### src/rtl/core_pkg.sv
// Shared core definitions: load funct3 encodings, load-unit state,
// and the load legality check.
package core_pkg;

    localparam logic [2:0] F3_LB  = 3'b000;
    localparam logic [2:0] F3_LH  = 3'b001;
    localparam logic [2:0] F3_LW  = 3'b010;
    localparam logic [2:0] F3_LD  = 3'b011;
    localparam logic [2:0] F3_LBU = 3'b100;
    localparam logic [2:0] F3_LHU = 3'b101;
    localparam logic [2:0] F3_LWU = 3'b110;

    typedef enum logic [1:0] {
        LD_IDLE,
        LD_WAIT,
        LD_DONE
    } ld_state_e;

    // High when the load type is illegal for the width or misaligned.
    function automatic logic ld_bad(
        input logic [2:0] f3,
        input logic [2:0] off,
        input logic       rv64
    );
        logic bad;
        bad = 1'b0;
        unique case (f3)
            F3_LB, F3_LBU: bad = 1'b0;
            F3_LH, F3_LHU: bad = off[0];
            F3_LW:         bad = off[1:0] != 2'b00;
            F3_LWU:        bad = !rv64 || off[1:0] != 2'b00;
            F3_LD:         bad = !rv64 || off != 3'b000;
            default:       bad = 1'b1;
        endcase
        return bad;
    endfunction

endpackage

### src/rtl/load_formatter.sv
// Extracts and sign/zero-extends the byte, half, word or double
// selected by funct3 and the byte offset from a raw memory word.
module load_formatter
    import core_pkg::*;
#(
    parameter int XLEN  = 32,
    parameter int OFF_W = $clog2(XLEN/8)
) (
    input  logic [XLEN-1:0]  RD,
    input  logic [2:0]       funct3,
    input  logic [OFF_W-1:0] addr_lo,
    output logic [XLEN-1:0]  fmt
);

    logic [7:0]  b;
    logic [15:0] h;
    logic [31:0] w;

    assign b = 8'(RD >> {addr_lo, 3'b000});
    assign h = 16'(RD >> {addr_lo[OFF_W-1:1], 4'b0000});

    generate
        if (XLEN == 64) begin : g_w64
            assign w = 32'(RD >> {addr_lo[OFF_W-1:2], 5'b00000});
        end else begin : g_w32
            assign w = 32'(RD);
        end
    endgenerate

    always_comb begin
        fmt = RD;
        case (funct3)
            F3_LB:   fmt = XLEN'($signed(b));
            F3_LBU:  fmt = XLEN'(b);
            F3_LH:   fmt = XLEN'($signed(h));
            F3_LHU:  fmt = XLEN'(h);
            F3_LW:   fmt = XLEN'($signed(w));
            F3_LWU:  fmt = XLEN'(w);
            default: fmt = RD;
        endcase
    end

endmodule

### src/rtl/load_data_reg.sv
// Memory-read data register: waits for mem_ready, formats the load
// and holds it; flags bad accesses and memory timeouts.
module load_data_reg
    import core_pkg::*;
#(
    parameter int XLEN    = 32,
    parameter int TIMEOUT = 15,
    parameter int OFF_W   = $clog2(XLEN/8)
) (
    input  logic             clk,
    input  logic             reset_n,
    input  logic             start,
    input  logic [2:0]       funct3,
    input  logic [OFF_W-1:0] addr_lo,
    input  logic             clear,
    input  logic             mem_ready,
    input  logic [XLEN-1:0]  RD,
    output logic [XLEN-1:0]  data,
    output logic             valid,
    output logic             busy,
    output logic             fmt_err,
    output logic             timeout_err
);

    localparam logic [7:0] TMAX = 8'(TIMEOUT - 1);

    ld_state_e        state;
    ld_state_e        nxt;
    logic [2:0]       f3_q;
    logic [OFF_W-1:0] off_q;
    logic [7:0]       cnt;
    logic [XLEN-1:0]  fmt;
    logic             bad;
    logic             go;
    logic             hit;
    logic             expire;

    assign bad    = ld_bad(funct3, 3'(addr_lo), XLEN == 64);
    assign go     = (state == LD_IDLE) && start;
    assign hit    = (state == LD_WAIT) && mem_ready;
    assign expire = (state == LD_WAIT) && !mem_ready && (cnt == TMAX);

    load_formatter #(
        .XLEN  (XLEN),
        .OFF_W (OFF_W)
    ) u_fmt (
        .RD      (RD),
        .funct3  (f3_q),
        .addr_lo (off_q),
        .fmt     (fmt)
    );

    always_ff @(posedge clk or negedge reset_n) begin
        if (!reset_n) begin
            state <= LD_IDLE;
        end else if (clear) begin
            state <= LD_IDLE;
        end else begin
            state <= nxt;
        end
    end

    always_comb begin
        nxt = state;
        case (state)
            LD_IDLE: begin
                if (start) nxt = bad ? LD_DONE : LD_WAIT;
            end
            LD_WAIT: begin
                if (mem_ready || cnt == TMAX) nxt = LD_DONE;
            end
            LD_DONE: nxt = LD_IDLE;
            default: nxt = LD_IDLE;
        endcase
    end

    always_comb begin
        busy = (state != LD_IDLE);
    end

    // Pulses are registered on entry to DONE, so they last exactly that cycle.
    always_ff @(posedge clk or negedge reset_n) begin
        if (!reset_n) begin
            f3_q        <= '0;
            off_q       <= '0;
            cnt         <= '0;
            data        <= '0;
            valid       <= 1'b0;
            fmt_err     <= 1'b0;
            timeout_err <= 1'b0;
        end else if (clear) begin
            cnt         <= '0;
            data        <= '0;
            valid       <= 1'b0;
            fmt_err     <= 1'b0;
            timeout_err <= 1'b0;
        end else begin
            valid       <= hit;
            fmt_err     <= go && bad;
            timeout_err <= expire;
            if (go) begin
                f3_q  <= funct3;
                off_q <= addr_lo;
                cnt   <= '0;
            end
            if (state == LD_WAIT && !mem_ready) cnt <= cnt + 8'd1;
            if (hit) data <= fmt;
        end
    end

endmodule

### config.mk
export PLATFORM = sky130hd
export DESIGN_NAME = load_data_reg
export DESIGN_NICKNAME = d
export VERILOG_FILES = /design/src/rtl/core_pkg.sv /design/src/rtl/load_formatter.sv /design/src/rtl/load_data_reg.sv
export SDC_FILE = /design/constraint.sdc
export NUM_CORES = 1
export LEC_CHECK = 0
export BUFFER_PORTS_ARGS = -buffer_cell sky130_fd_sc_hd__buf_2
export CORE_MARGIN = 2
export CORE_UTILIZATION = 43
export DETAILED_ROUTE_END_ITERATION = 7
export PLACE_DENSITY = 0.79
export SYNTH_ARGS = -nofsm -noshare
export SYNTH_HDL_FRONTEND = slang
export SYNTH_SLANG_ARGS = --single-unit
### constraint.sdc
create_clock -name clk -period 2 [get_ports clk]
set_clock_uncertainty 0.2 [all_clocks]
set_input_delay 0.1 -clock clk [delete_from_list [all_inputs] [get_ports clk]]
set_output_delay 0.1 -clock clk [all_outputs]
set_load 0.02 [all_outputs]
After elaboration in Yosys (flattened, before gate mapping) --
Index checks and enable logic that the tools add are counted.
Cells by class: $add $sub $neg 1, equal/unequal tests 11, shift-type cells 2, multiplexer cells 15, bitwise logic cells 1, reductions and logical operators 18
Operators with widths (count):
- case mux 32 bit (4 select lines) | 1
- 2-to-1 mux 32 bit | 2
- >> shifter 32 x 5 -> 16 bit | 1
- >> shifter 32 x 5 -> 8 bit | 1
- 2-to-1 mux 8 bit | 3
- == test 3 bit, second input constant | 4
- adder 8 x 1 -> 8 bit, second input constant | 1
- == test 8 x 4 -> 1 bit, second input constant | 1
- 2-to-1 mux 2 bit | 4
- == test 3 x 1 -> 1 bit, second input constant | 2
- zero test 3 bit | 2
- != test 3 bit, second input constant | 2
- nonzero test 2 bit | 3
- logical AND 1 bit | 5
- case mux 2 bit (2 select lines) | 1
- AND reduction 2 bit | 2
- OR reduction 2 bit | 2
- == test 3 x 2 -> 1 bit, second input constant | 1
- 2-to-1 mux 1 bit | 3
- case mux 1 bit (3 select lines) | 1
- nonzero test 3 bit | 1
- == test 2 x 1 -> 1 bit, second input constant | 1
- zero test 2 bit | 1
- zero test 1 bit | 1
- other kinds (2) | 2
Word-level totals: register bits after elaboration 50, bits of input ports 42, word-level logic and storage cells 56

Depth between registers and ports, before layout --
depth after elaboration 7, mapped depth 6, mapped depth without buffers 6

Cells and area by module --
Synthesis repeated with hierarchy kept, for this count alone.
Unflattened totals: cell total of the unflattened synthesis 259, area total of the unflattened synthesis 2617.5 um^2
By module, submodules not included:
- load_data_reg | instances 1, cells an instance 150, area each 1989.4 um^2, sequential area each 1251.2 um^2
- load_formatter | instances 1, cells an instance 109, area each 628.1 um^2, sequential area each 0.0 um^2

Worst setup path before layout --
No wires, ideal clock.
kind reg2reg, from register state[1], to register data[16], library setup time 0.066 ns, arrival time 1.483 ns, data required time 1.734 ns, path slack 0.251 ns, stages on the path, launching flop included 6, buffers on the path 1, clock period less this slack 1.749 ns, path through dfrtp_1 -> nand3b_4 -> or2_1 -> nor4_4 -> buf_6 -> a221o_1
Between the ends: cells in the longest elaborated chain, start to end 3
RTL lines:
- start: declaration | line load_data_reg.sv:27 | ld_state_e state;
- start signal: assignment | line load_data_reg.sv:59 | state <= nxt;
- == test 2 x 1 -> 1 bit | line load_data_reg.sv:40 | assign hit = (state == LD_WAIT) && mem_ready;
- logical AND 1 bit | line load_data_reg.sv:40
- nonzero test 2 bit (no source line)
- end signal: assignment | line load_data_reg.sv:107 | if (hit) data <= fmt;
- end: declaration | line load_data_reg.sv:18 | output logic [XLEN-1:0] data,
No other way between the ends. A chain may end at the register's enable or synchronous reset.

Final worst setup path --
from input port clear, to register cnt[6]
Between the ends: cells in the longest elaborated chain, start to end 1, elaborated cells between the ends (all ways) 2, those cells by class mux: 1; reduce/logical: 1
RTL lines:
- start: declaration | line load_data_reg.sv:15 | input logic clear,
- nonzero test 3 bit (no source line) or 2-to-1 mux 8 bit (tied branches)
- end signal: assignment | line load_data_reg.sv:106 | if (state == LD_WAIT && !mem_ready) cnt <= cnt + 8'd1;
- end: declaration | line load_data_reg.sv:31 | logic [7:0] cnt;
Several ways; a longest one is shown, not always the timed one.

==> results.py <==
metrics = {
    "worst_setup_path": {
        "crit_path_end_kind": "flop",
        "crit_start": "clear",
        "worst_setup_path_start_kind": "primary input",
        "path_max_fanout": 13,
        "r2r_end": "data[24]",
        "cp.required_ns": 2.05,
        "path_class": "primary input to flop",
        "r2r_cells": 3,
        "r2r_slack_ns": 0.09,
        "crit_path_end": "cnt[6]",
        "arrival_ns": 2.00,
        "r2r_start": "state[1]",
    },
    "placed_design": {
        "gp_routability_congestion": 0.7758,
        "hpwl_um": 5211,
        "buffer_ports.inserted": 77,
        "dpl-instance-area_sq_um": 3103,
        "dp.cells": 383,
    },
    "cts": {
        "cts_max_level": 2,
        "clk_pin_slew_worst_paths_ns": 0.09,
        "cts.sinks": 50,
        "clock-root-buffer": "clkbuf_8",
        "clk_latency_ns": 0.30,
        "cts_tree": "yes",
        "cts_buffers": 5,
        "clk_path_buf_depth": 2,
    },
    "sta": {
        "fmax_ghz": 0.5132,
        "hold_viol_final": 0,
        "fin_crit_ns": 1.949,
        "worst_slew_pin_slew_ns": 0.9707,
        "holdWs_ns": 0.002124,
        "setup-tns-final_ns": 0,
        "timing.final.crit_share_pct": 97.43,
        "rsz0062_at_grt": "yes",
        "maxSlewViolCount": 0,
        "finalSetupViolCount": 0,
        "slew_headroom_pct": 35.01,
    },
    "logic_synthesis": {
        "synthSimpleGateAreaFrac_pct": 15.48,
        "syn_avg_cell_area_sq_um": 11.12,
        "synth_compound_area_share_pct": 23.87,
        "ys_types": 49,
        "ys_seq_elements": 50,
        "synthArstFlopShare_pct": 100.0,
        "yosys-top-cells-area": "dfrtp_1 49%, a221o_1 6.2%, mux2i_1 3.1%",
        "syn_inst": 232,
        "synth_top_family_by_area": "compound AO/OA/AOI/OAI gates",
        "yosysTopAreaCell": "dfrtp_1",
        "ys_top_cells_by_count": "50 x dfrtp_1, 16 x a221o_1, 13 x a21oi_1, 10 x nand2b_1, 10 x nor2b_1",
        "syn-num-nets": 276,
        "yosysSeqAreaShare_pct": 48.52,
        "synth_area_sq_um": 2579,
        "synth_mux_area_share_pct": 7.035,
        "synth_ff_type": "dfrtp_1",
        "ys_warn_count": 0,
        "synth_top_area_share_pct": 48.52,
        "synth.most_common_cell": "dfrtp_1",
        "synth_xor_area_share_pct": 0.3396,
        "synth_edf_count": 0,
        "synth_fa_ha_area_share_pct": 0.9704,
    },
    "grt": {
        "grt_pass1_wl_um": 11720,
        "grt_antenna_before_repair": 0,
        "overflow": 0,
        "grt_pass1_vias": 2482,
        "grt_usage_pct": 23.19,
        "grt_max_degree": 33,
    },
    "finish": {
        "insertedDiodeCount": 0,
        "area_growth_pct": 37.12,
        "drive_gt1_share_pct": 34.20,
        "instances_no_fill": 423,
        "layout.nets": 391,
        "n_fill_cell": 471,
        "multi_input_area_sq_um": 1240,
        "final_area_sq_um": 3536,
        "regArea_sq_um": 1251,
    },
    "detailed_routing": {
        "viasPerCell": 5.827,
        "drtIter0Drc": 153,
        "ant_nets": 0,
        "dr.pass1.iters": 4,
        "remaining_drc_errors": 0,
        "dr_total_vias": 2465,
        "wl_per_cell_um": 17.60,
        "wirelength_um": 7444,
    },
    "die": {
        "io_pins": 78,
        "die_y_um": 81.44,
        "initial_core_util_pct": 44.08,
        "rows": 28,
        "fp.dieArea_sq_um": 6632,
        "die_w_um": 81.44,
        "core_area_sq_um": 5851,
    },
    "pwr": {
        "ir_drop_uv": 436.9,
        "cellLeakagePower_uw": 0.001773,
        "powerDensity_nw_per_um2": 679.4,
    },
    "job": {
        "drv_cap": 0,
    },
    "run_status": {
        "status": "complete, no violations",
    },
    "hold_path": {
        "min_path_type": "primary input to flop",
    },
}
==> worst min-delay path by stage <==
stage / startpoint / endpoint / slack, ns / cells past startpoint
after floorplan: reset_n / cnt[0] / -0.40 / 0
after global placement: reset_n / data[29] / -0.08 / 1
after detailed placement: reset_n / data[16] / -0.09 / 1
after CTS: RD[11] / data[11] / 0.003 / 4
after global routing: RD[11] / data[11] / 0.02 / 4
final: RD[11] / data[11] / 0.002 / 4
==> state kept, by name (all words and copies together) (netlist names) <==
register and count:
cnt 8, data 32, f3_q 3, fmt_err 1, off_q 2, state 2, timeout_err 1, valid 1
==> layout by cell type (no fill, tap or decap), types with 2 or more instances in the layout <==
| cell | instances |
|---|---|
| buf_2 | 77 |
| dfrtp_1 | 50 |
| dlygate4sd3_1 | 31 |
| a221o_1 | 16 |
| a21oi_1 | 13 |
| buf_4 | 13 |
| nand2b_1 | 10 |
| o21ai_0 | 9 |
| o22ai_1 | 9 |
| a22o_1 | 9 |
| mux2i_1 | 8 |
| nor2b_1 | 8 |
| nor4_1 | 7 |
| mux2_2 | 7 |
| nor2_1 | 7 |
| inv_1 | 6 |
| or3_1 | 6 |
| a31oi_1 | 6 |
| a32o_1 | 6 |
| clkbuf_8 | 6 |
| a21o_1 | 4 |
| or2_2 | 3 |
| nand3_1 | 3 |
| nand2_1 | 3 |
| ha_1 | 2 |
| buf_12 | 2 |
==> kinds of logic after synthesis <==
| logic type | Yosys count |
|---|---|
| AOI/OAI and AO/OA | 82 |
| xor gates and xnor gates | 1 |
| adders and majority gates | 2 |
| buffers and inverters | 21 |
| DFF | 50 |
| muxes | 16 |
| and+or+nand+nor | 60 |
==> layout make-up <==
cell class,count,share of cell area [%]
inverter,6,0.6369
clock buffer,6,2.335
sequential,50,35.39
timing repair buffer,123,23.57
multi-input combinational,161,35.07
clock inverter,2,0.3539
tap,75,2.654
==> metal layers <==
metal  GRT usage (%)  part of all wire (%)  up-vias
met2           39.92                    50      121
met4           7.627                   1.9        0
met5               0                     0        -
met1           29.65                    42     1200
li1                -                     -     1132
met3           3.956                   6.4       12
==> stage by stage <==
step | power [uW] | utilization [%] | setup slack [ns]
after floorplan | 1499 | - | 0.2509
after global placement | 1716 | 53.04 | 0.01021
after detailed placement | 1735 | 53.04 | -0.1104
after CTS | 2399 | 60.05 | 0.007417
after global routing | 2517 | 60.44 | -0.05049
final | 2402 | 60.44 | 0.05142
==> worst max-delay path: stages <==
cell and delay [ns]:
dlygate4sd3_1 0.54, buf_2 0.21, or4b_1 0.69, nor4_1 0.33, a21o_1 0.12
==> power breakdown <==
part	switching, uW	total [uW]	leakage, uW	internal [uW]
registers	52.2	1110	0.000683	1060
clock network	344	623	0.0000472	279
logic	358	670	0.00104	312
==> what timing repair did <==
action                     4_1_cts  5_1_grt
setup buffers                    0        1
setup endpoints to repair       32       20
hold endpoints to repair        77        0
resized for setup                1        1
pin swaps                        0        1
hold buffers                    31        0
Note: power is estimated with default switching activity, not from simulation.
